[config.mk]
export PLATFORM = sky130hd
export DESIGN_NAME = rpn_engine_flat
export DESIGN_NICKNAME = d
export VERILOG_FILES = /design/src/rtl/rpn_pkg.sv /design/src/rtl/rpn_engine_if.sv /design/src/rtl/rpn_stack_mem.sv /design/src/rtl/rpn_engine.sv /design/src/flat_wrapper.sv
export SDC_FILE = /design/constraint.sdc
export NUM_CORES = 2
export LEC_CHECK = 0
export BUFFER_PORTS_ARGS = -buffer_cell sky130_fd_sc_hd__clkbuf_2
export CORE_UTILIZATION = 49
export CTS_CLUSTER_DIAMETER = 120
export CTS_CLUSTER_SIZE = 8
export DETAILED_ROUTE_END_ITERATION = 8
export SKIP_CTS_REPAIR_TIMING = 1
export SLEW_MARGIN = 0
export SYNTH_ARGS = -nofsm -noshare
export SYNTH_HDL_FRONTEND = slang
export SYNTH_HIERARCHICAL = 1
export SYNTH_SLANG_ARGS = --single-unit
[constraint.sdc]
create_clock -name clk -period 6.1 [get_ports clk]
set_input_delay 0.915 -clock clk [delete_from_list [all_inputs] [get_ports clk]]
set_output_delay 0.915 -clock clk [all_outputs]
set_load 0.03 [all_outputs]
[src/rtl/rpn_pkg.sv]
// Shared definitions for the RPN engine: opcodes, error codes, FSM states.
// Latency: n/a (types and constant helpers only).
// Backpressure: n/a.
package rpn_pkg;

  typedef enum logic [3:0] {
    OP_PUSH   = 4'h0,
    OP_POP    = 4'h1,
    OP_DUP    = 4'h2,
    OP_SWAP   = 4'h3,
    OP_ADD    = 4'h4,
    OP_SUB    = 4'h5,
    OP_AND    = 4'h6,
    OP_OR     = 4'h7,
    OP_APPEND = 4'h8,
    OP_CLEAR  = 4'h9
  } op_e;

  typedef enum logic [1:0] {
    ERR_NONE    = 2'd0,
    ERR_UNDER   = 2'd1,
    ERR_OVER    = 2'd2,
    ERR_ILLEGAL = 2'd3
  } err_e;

  typedef enum logic [1:0] {
    IDLE  = 2'd0,
    FETCH = 2'd1,
    EXEC  = 2'd2
  } state_e;

  // Address width for a memory of 'entries' words; never narrower than 1 bit.
  function automatic int addr_w(input int entries);
    return (entries > 1) ? $clog2(entries) : 1;
  endfunction

endpackage

[src/rtl/rpn_engine_if.sv]
// Command/status bundle between a command source and the RPN engine.
// Latency: n/a (wiring only).
// Backpressure: source holds cmd_valid until cmd_ready is seen high.
interface rpn_engine_if #(
  parameter int DATA_W = 32,
  parameter int DEPTH  = 64
);
  localparam int SW = $clog2(DEPTH + 1);

  logic              cmd_valid;
  logic              cmd_ready;
  logic [3:0]        cmd_op;
  logic [DATA_W-1:0] cmd_data;
  logic              done;
  logic [DATA_W-1:0] top;
  logic [SW-1:0]     size;
  logic              empty;
  logic              full;
  logic              err;
  logic [1:0]        err_code;

  modport master (
    output cmd_valid, cmd_op, cmd_data,
    input  cmd_ready, done, top, size, empty, full, err, err_code
  );

  modport slave (
    input  cmd_valid, cmd_op, cmd_data,
    output cmd_ready, done, top, size, empty, full, err, err_code
  );

endinterface

[src/rtl/rpn_stack_mem.sv]
// Below-top stack storage: one write port, one synchronous read port.
// Latency: read data valid one cycle after the address; same-cycle write to the read address is forwarded.
// Backpressure: none, accepts a read and a write every cycle.
module rpn_stack_mem #(
  parameter int DATA_W  = 32,
  parameter int ENTRIES = 63,
  parameter int AW      = 6
) (
  input  logic              clk,
  input  logic              we,
  input  logic [AW-1:0]     wr_addr,
  input  logic [DATA_W-1:0] wr_data,
  input  logic [AW-1:0]     rd_addr,
  output logic [DATA_W-1:0] rd_data
);

  logic [DATA_W-1:0] mem [ENTRIES];

  // Array write; contents are deliberately not reset.
  always_ff @(posedge clk) begin
    if (we) mem[wr_addr] <= wr_data;
  end

  // Registered read, write-first so a just-spilled top is visible next cycle.
  always_ff @(posedge clk) begin
    rd_data <= (we && (wr_addr == rd_addr)) ? wr_data : mem[rd_addr];
  end

endmodule

[src/rtl/rpn_engine.sv]
// RPN stack engine: top in a register, lower entries in rpn_stack_mem.
// Latency: done 1 cycle after accept; SWAP/ADD/SUB/AND/OR take 3 (IDLE->FETCH->EXEC).
// Backpressure: cmd_ready high only in IDLE, so one command in flight at a time.
module rpn_engine #(
  parameter int DATA_W = 32,
  parameter int DEPTH  = 64,
  parameter int IN_W   = 8
) (
  input  logic        clk,
  input  logic        rst_n,
  rpn_engine_if.slave bus
);
  import rpn_pkg::*;

  localparam int SW = $clog2(DEPTH + 1);
  localparam int AW = addr_w(DEPTH - 1);

  state_e            state_q, state_d;
  logic [SW-1:0]     size_q, size_d;
  logic [DATA_W-1:0] top_q, top_d;
  logic              err_q, err_d;
  logic [1:0]        code_q, code_d;
  logic              done_q, done_d;
  logic [3:0]        op_q, op_d;
  logic [DATA_W-1:0] opnd_q, opnd_d;

  logic              err_hit;
  logic [1:0]        err_kind;
  logic              empty_w, full_w;
  logic [SW-1:0]     below_idx, nos_idx, rd_idx;
  logic              mem_we;
  logic [AW-1:0]     mem_wa;
  logic [DATA_W-1:0] mem_wd;
  logic [DATA_W-1:0] mem_rd;

  assign empty_w   = (size_q == '0);
  assign full_w    = (size_q == SW'(DEPTH));
  assign below_idx = size_q - SW'(1);
  assign nos_idx   = size_q - SW'(2);
  // Read address tracks the size after this edge, so NOS is always ready next cycle.
  assign rd_idx    = (size_d >= SW'(2)) ? (size_d - SW'(2)) : '0;

  rpn_stack_mem #(
    .DATA_W  (DATA_W),
    .ENTRIES (DEPTH - 1),
    .AW      (AW)
  ) u_mem (
    .clk     (clk),
    .we      (mem_we),
    .wr_addr (mem_wa),
    .wr_data (mem_wd),
    .rd_addr (rd_idx[AW-1:0]),
    .rd_data (mem_rd)
  );

  // Next-state, datapath and memory control for every opcode.
  always_comb begin
    state_d  = state_q;
    size_d   = size_q;
    top_d    = top_q;
    err_d    = err_q;
    code_d   = code_q;
    done_d   = 1'b0;
    op_d     = op_q;
    opnd_d   = opnd_q;
    mem_we   = 1'b0;
    mem_wa   = below_idx[AW-1:0];
    mem_wd   = top_q;
    err_hit  = 1'b0;
    err_kind = ERR_NONE;
    case (state_q)
      IDLE: begin
        if (bus.cmd_valid) begin
          done_d = 1'b1;
          case (bus.cmd_op)
            OP_PUSH: begin
              if (full_w) begin
                err_hit = 1'b1; err_kind = ERR_OVER;
              end else begin
                mem_we = !empty_w;
                size_d = size_q + SW'(1);
                top_d  = bus.cmd_data;
              end
            end
            OP_APPEND: begin
              if (empty_w) begin
                size_d = SW'(1);
                top_d  = {{(DATA_W-IN_W){1'b0}}, bus.cmd_data[IN_W-1:0]};
              end else begin
                top_d  = {top_q[DATA_W-IN_W-1:0], bus.cmd_data[IN_W-1:0]};
              end
            end
            OP_POP: begin
              if (empty_w) begin
                err_hit = 1'b1; err_kind = ERR_UNDER;
              end else begin
                size_d = size_q - SW'(1);
                top_d  = (size_q >= SW'(2)) ? mem_rd : '0;
              end
            end
            OP_DUP: begin
              if (empty_w) begin
                err_hit = 1'b1; err_kind = ERR_UNDER;
              end else if (full_w) begin
                err_hit = 1'b1; err_kind = ERR_OVER;
              end else begin
                mem_we = 1'b1;
                size_d = size_q + SW'(1);
              end
            end
            OP_CLEAR: begin
              size_d = '0;
              top_d  = '0;
              err_d  = 1'b0;
              code_d = ERR_NONE;
            end
            OP_SWAP, OP_ADD, OP_SUB, OP_AND, OP_OR: begin
              if (size_q < SW'(2)) begin
                err_hit = 1'b1; err_kind = ERR_UNDER;
              end else begin
                done_d  = 1'b0;
                op_d    = bus.cmd_op;
                state_d = FETCH;
              end
            end
            default: begin
              err_hit = 1'b1; err_kind = ERR_ILLEGAL;
            end
          endcase
        end
      end
      FETCH: begin
        opnd_d  = mem_rd;
        state_d = EXEC;
      end
      EXEC: begin
        done_d  = 1'b1;
        state_d = IDLE;
        case (op_q)
          OP_SWAP: begin
            mem_we = 1'b1;
            mem_wa = nos_idx[AW-1:0];
            top_d  = opnd_q;
          end
          OP_ADD: begin top_d = opnd_q + top_q; size_d = size_q - SW'(1); end
          OP_SUB: begin top_d = opnd_q - top_q; size_d = size_q - SW'(1); end
          OP_AND: begin top_d = opnd_q & top_q; size_d = size_q - SW'(1); end
          OP_OR:  begin top_d = opnd_q | top_q; size_d = size_q - SW'(1); end
          default: top_d = top_q;
        endcase
      end
      default: state_d = IDLE;
    endcase
    // Sticky error; only the first code since the last CLEAR is kept.
    if (err_hit) begin
      err_d = 1'b1;
      if (!err_q) code_d = err_kind;
    end
  end

  // State and datapath registers; reset aborts any in-flight operation.
  always_ff @(posedge clk or negedge rst_n) begin
    if (!rst_n) begin
      state_q <= IDLE;
      size_q  <= '0;
      top_q   <= '0;
      err_q   <= 1'b0;
      code_q  <= ERR_NONE;
      done_q  <= 1'b0;
      op_q    <= '0;
      opnd_q  <= '0;
    end else begin
      state_q <= state_d;
      size_q  <= size_d;
      top_q   <= top_d;
      err_q   <= err_d;
      code_q  <= code_d;
      done_q  <= done_d;
      op_q    <= op_d;
      opnd_q  <= opnd_d;
    end
  end

  assign bus.cmd_ready = (state_q == IDLE);
  assign bus.done      = done_q;
  assign bus.top       = top_q;
  assign bus.size      = size_q;
  assign bus.empty     = empty_w;
  assign bus.full      = full_w;
  assign bus.err       = err_q;
  assign bus.err_code  = code_q;

endmodule
[src/flat_wrapper.sv]
// flat-port wrapper written by rule: the top's interface ports become plain ports
module rpn_engine_flat import rpn_pkg::*;
#(
  parameter int DATA_W = 32,
  parameter int DEPTH  = 64,
  parameter int IN_W   = 8
)
  (clk, rst_n, bus_cmd_valid, bus_cmd_op, bus_cmd_data, bus_cmd_ready, bus_done, bus_top, bus_size, bus_empty, bus_full, bus_err, bus_err_code);
  rpn_engine_if #(.DATA_W(DATA_W), .DEPTH(DEPTH)) bus_i ();
  input  logic clk;
  input  logic rst_n;
  input wire logic [$bits(bus_i.cmd_valid)-1:0] bus_cmd_valid;
  input wire logic [$bits(bus_i.cmd_op)-1:0] bus_cmd_op;
  input wire logic [$bits(bus_i.cmd_data)-1:0] bus_cmd_data;
  output wire logic [$bits(bus_i.cmd_ready)-1:0] bus_cmd_ready;
  output wire logic [$bits(bus_i.done)-1:0] bus_done;
  output wire logic [$bits(bus_i.top)-1:0] bus_top;
  output wire logic [$bits(bus_i.size)-1:0] bus_size;
  output wire logic [$bits(bus_i.empty)-1:0] bus_empty;
  output wire logic [$bits(bus_i.full)-1:0] bus_full;
  output wire logic [$bits(bus_i.err)-1:0] bus_err;
  output wire logic [$bits(bus_i.err_code)-1:0] bus_err_code;
  assign bus_i.cmd_valid = bus_cmd_valid;
  assign bus_i.cmd_op = bus_cmd_op;
  assign bus_i.cmd_data = bus_cmd_data;
  assign bus_cmd_ready = bus_i.cmd_ready;
  assign bus_done = bus_i.done;
  assign bus_top = bus_i.top;
  assign bus_size = bus_i.size;
  assign bus_empty = bus_i.empty;
  assign bus_full = bus_i.full;
  assign bus_err = bus_i.err;
  assign bus_err_code = bus_i.err_code;
  rpn_engine #(.DATA_W(DATA_W), .DEPTH(DEPTH), .IN_W(IN_W)) u_core (.clk(clk), .rst_n(rst_n), .bus(bus_i));
endmodule
==> flow_metrics.tcl <==
set metrics [dict create \
    status "finished with violations" \
    violations "hold timing" \
    synthXorXnorAreaFrac_pct 0.6347 \
    yosys.area_share.simple_pct 2.924 \
    antenna_found_initial 14 \
    worst_pin_slew_ns 1.293 \
    fin_crit_ns 5.285 \
    syn_nets 4626 \
    synthTopCellsByArea "edfxtp_1 (71%), mux4_2 (11%), mux2i_1 (2.7%), dfrtp_1 (2.4%), a21oi_1 (0.92%)" \
    synth_cell_types 84 \
    avgSynthCellArea_sq_um 18.83 \
    layout.nets 4957 \
    portBuffers 84 \
    worstSkewPairLatency_ns 0.93 \
    viasPerCell 6.629 \
    grt_pass1_wl_mm 360.0 \
    synth-edff-count 2016 \
    io_pins 85 \
    synth_adder_area_share_pct 0.6494 \
    grt_max_degree 73 \
    synth.most_common_cell "edfxtp_1" \
    hold_violations 7 \
    area_growth_syn_to_layout_pct 14.43 \
    firstDrtPassIters 8 \
    clock.fmax_mhz 189.2 \
    ys_top_cells_by_count "edfxtp_1 (2016), mux4_2 (406), mux2i_1 (227)" \
    wl_per_cell_microns 35.77 \
    cellPowerDensity_nw_per_um2 528.1 \
    crit_fanout 25 \
    worst-r2r-setup-slack_ns 0.81 \
    yosysTopAreaCellShare_pct 70.76 \
    grt.total_usage_pct 29.48 \
    grt_pass1_vias 46157 \
    dp_hpwl_mm 158.7 \
    die_x_microns 419.8 \
    cts_root_buffer "clkbuf_16" \
    cts_made_buffers 312 \
    core_region_area_sq_um 172500 \
    drive_gt1_share_pct 25.03 \
    slew_headroom_pct 13.31 \
    startpoint_type "register" \
    syn_inst 4544 \
    antenna_left 0 \
    post-route-drc-count 0 \
    setup_viol 0 \
    fin_tns_setup_ns 0 \
    rsz0062_at_grt "no" \
    ir_drop_mv 0.2934 \
    yosysWarnings 6 \
    cts_tree "yes" \
    timing.final.crit_share_pct 86.64 \
    synth.area.mux_share_pct 14.21 \
    rows 152 \
    synth_compound_area_share_pct 6.320 \
    drtIter0Drc 6088 \
    holdWs_ns -0.006189 \
    place_area_sq_um 89770 \
    gpl.final_weighted_congestion 0.9529 \
    cts.sinks 2103 \
    arrival_ns 5.88 \
    initial_core_util_pct 49.60 \
    fin_area_sq_um 97890 \
    synth_ff_type "edfxtp_1" \
    cp.required_ns 6.69 \
    htreeDepth 5 \
    synth_top_family_by_area "multiplexers" \
    endpoint_kind "register" \
    path_clk_slew_ns 0.06 \
    critical_path_class "reg -> reg" \
    drv_slew 0 \
    yosysTopAreaCell "edfxtp_1" \
    drt-total-wl_mm 258.5 \
    worstHoldPathType "in -> async" \
    cts_buffer_depth 4 \
    async_flop_share_pct 3.852 \
    vias 47904 \
    grt_remaining_overflow 0 \
    ys_seq_elements 2103 \
    drv_cap 0 \
    synth_seq_area_share_pct 73.27 \
    syn_area_sq_um 85550 \
    die_area_sq_um 176300 \
    die_y_microns 419.8 \
    leakage_uw 0.03147 \
    fin_skew_ns 0.06338 \
]
worst max-delay path: stages, from the launching register on:
cell	delay [ns]
dfrtp_1	0.53
nand2b_1	0.21
buf_4	0.24
or4_1	0.68
nand2_1	0.13
nand2_1	0.09
nor3_1	0.20
xor2_1	0.74
nand3b_1	0.86
nor2_4	0.97
buf_4	0.32
flip-flops by register name, summed over array words and instances (netlist names), named ones only:
| register | cells |
|---|---|
| u_core/bus.done | 1 |
| u_core/bus.err | 1 |
| u_core/bus.err_code | 2 |
| u_core/bus.size | 7 |
| u_core/bus.top | 32 |
| u_core/op_q | 4 |
| u_core/opnd_q | 32 |
| u_core/state_q | 2 |
| u_core/u_mem/mem | 2016 |
cells by family (layout without fill, tap and decap cells):
logic type | Yosys count | after routing
AO/OA/AOI/OAI | 780 | 780
XOR/XNOR | 62 | 62
adder cells (fa/ha/maj) | 44 | 44
buffers and inverters | 322 | 689
flip-flops | 2103 | 2103
multiplexers | 699 | 699
other | 0 | 5
AND/OR/NAND/NOR | 534 | 534
power by group:
group | total (uW) | internal, uW | switching [uW] | leakage, uW
clock network | 14800 | 9160 | 5680 | 0.00398
logic | 17700 | 5160 | 12600 | 0.00827
registers | 19100 | 18100 | 989 | 0.0192
total | 51700 | 32500 | 19200 | 0.0315
worst paths after layout:
| kind | start | endpoint | cells past startpoint |
|---|---|---|---|
| worst max register to register | u_core/state_q[0] | u_core/u_mem/mem[44][19] | 10 |
| worst min-delay path | rst_n | u_core/bus.top[10] | 1 |
| max in group asynchronous | rst_n | u_core/bus.top[19] | 2 |
| worst min register to register | u_core/bus.err | u_core/bus.err | 2 |
| worst max-delay path | u_core/state_q[0] | u_core/u_mem/mem[44][19] | 10 |
| min in group clk | bus_cmd_data[1] | u_core/bus.top[1] | 3 |
layer usage:
metal	track usage [%]	vias up	wire length, microns
met5	0	-	7
met4	12.43	2	11930
met3	6.865	508	25980
met2	42.64	2611	113600
met1	43.05	25469	106900
li1	-	19314	-
placed cells by master (no fill, tap or decap), drive strengths merged, types with 8 or more instances in the layout:
master and count:
buf 221, o21ai 140, nor2b 35, a211o 29, edfxtp 2016, o211ai 15, o22ai 57, nor2 140
nor4 9, a211oi 43, a22oi 24, a31oi 17, nand2 175, a21o 26, o22a 14, and3 14
xnor2 42, nand4 8, a221o 11, or2 8, mux4 406, a222oi 13, and2 11, a21oi 157
mux2i 227, ha 42, a22o 28, a221oi 55, clkbuf 430, o221ai 66, o31ai 12, mux2 66
nand2b 27, dfrtp 81, nand3 41, inv 38, nor3 43, o21a 15, a2bb2oi 17, xor2 20
cell type report:
cell class                 instances  area, sq um
sequential                      2103        62740
fill                           13020        74600
multi-input combinational       2119        21690
timing repair buffer             304         2312
tap                             2310         2890
clock buffer                     347         8088
clock inverter                     3        26.28
antenna                            5        12.51
inverter                          35        131.4
metrics by stage:
step / setup slack [ns] / power [uW] / instances / hold WS, ns / utilization, %
after floorplan: 0.9236 / 28570 / 4544 / 0.5100 / -
after global placement: 0.9901 / 36710 / 6871 / 0.4947 / 52.04
after detailed placement: 0.9445 / 36760 / 6871 / 0.5003 / 52.04
after CTS: 0.9018 / 51600 / 7221 / -0.04566 / 56.74
after global routing: 0.6278 / 53100 / 7221 / 0.01121 / 56.74
final: 0.8147 / 51700 / 7226 / -0.006189 / 56.75
(Power assumes the default switching activity.)
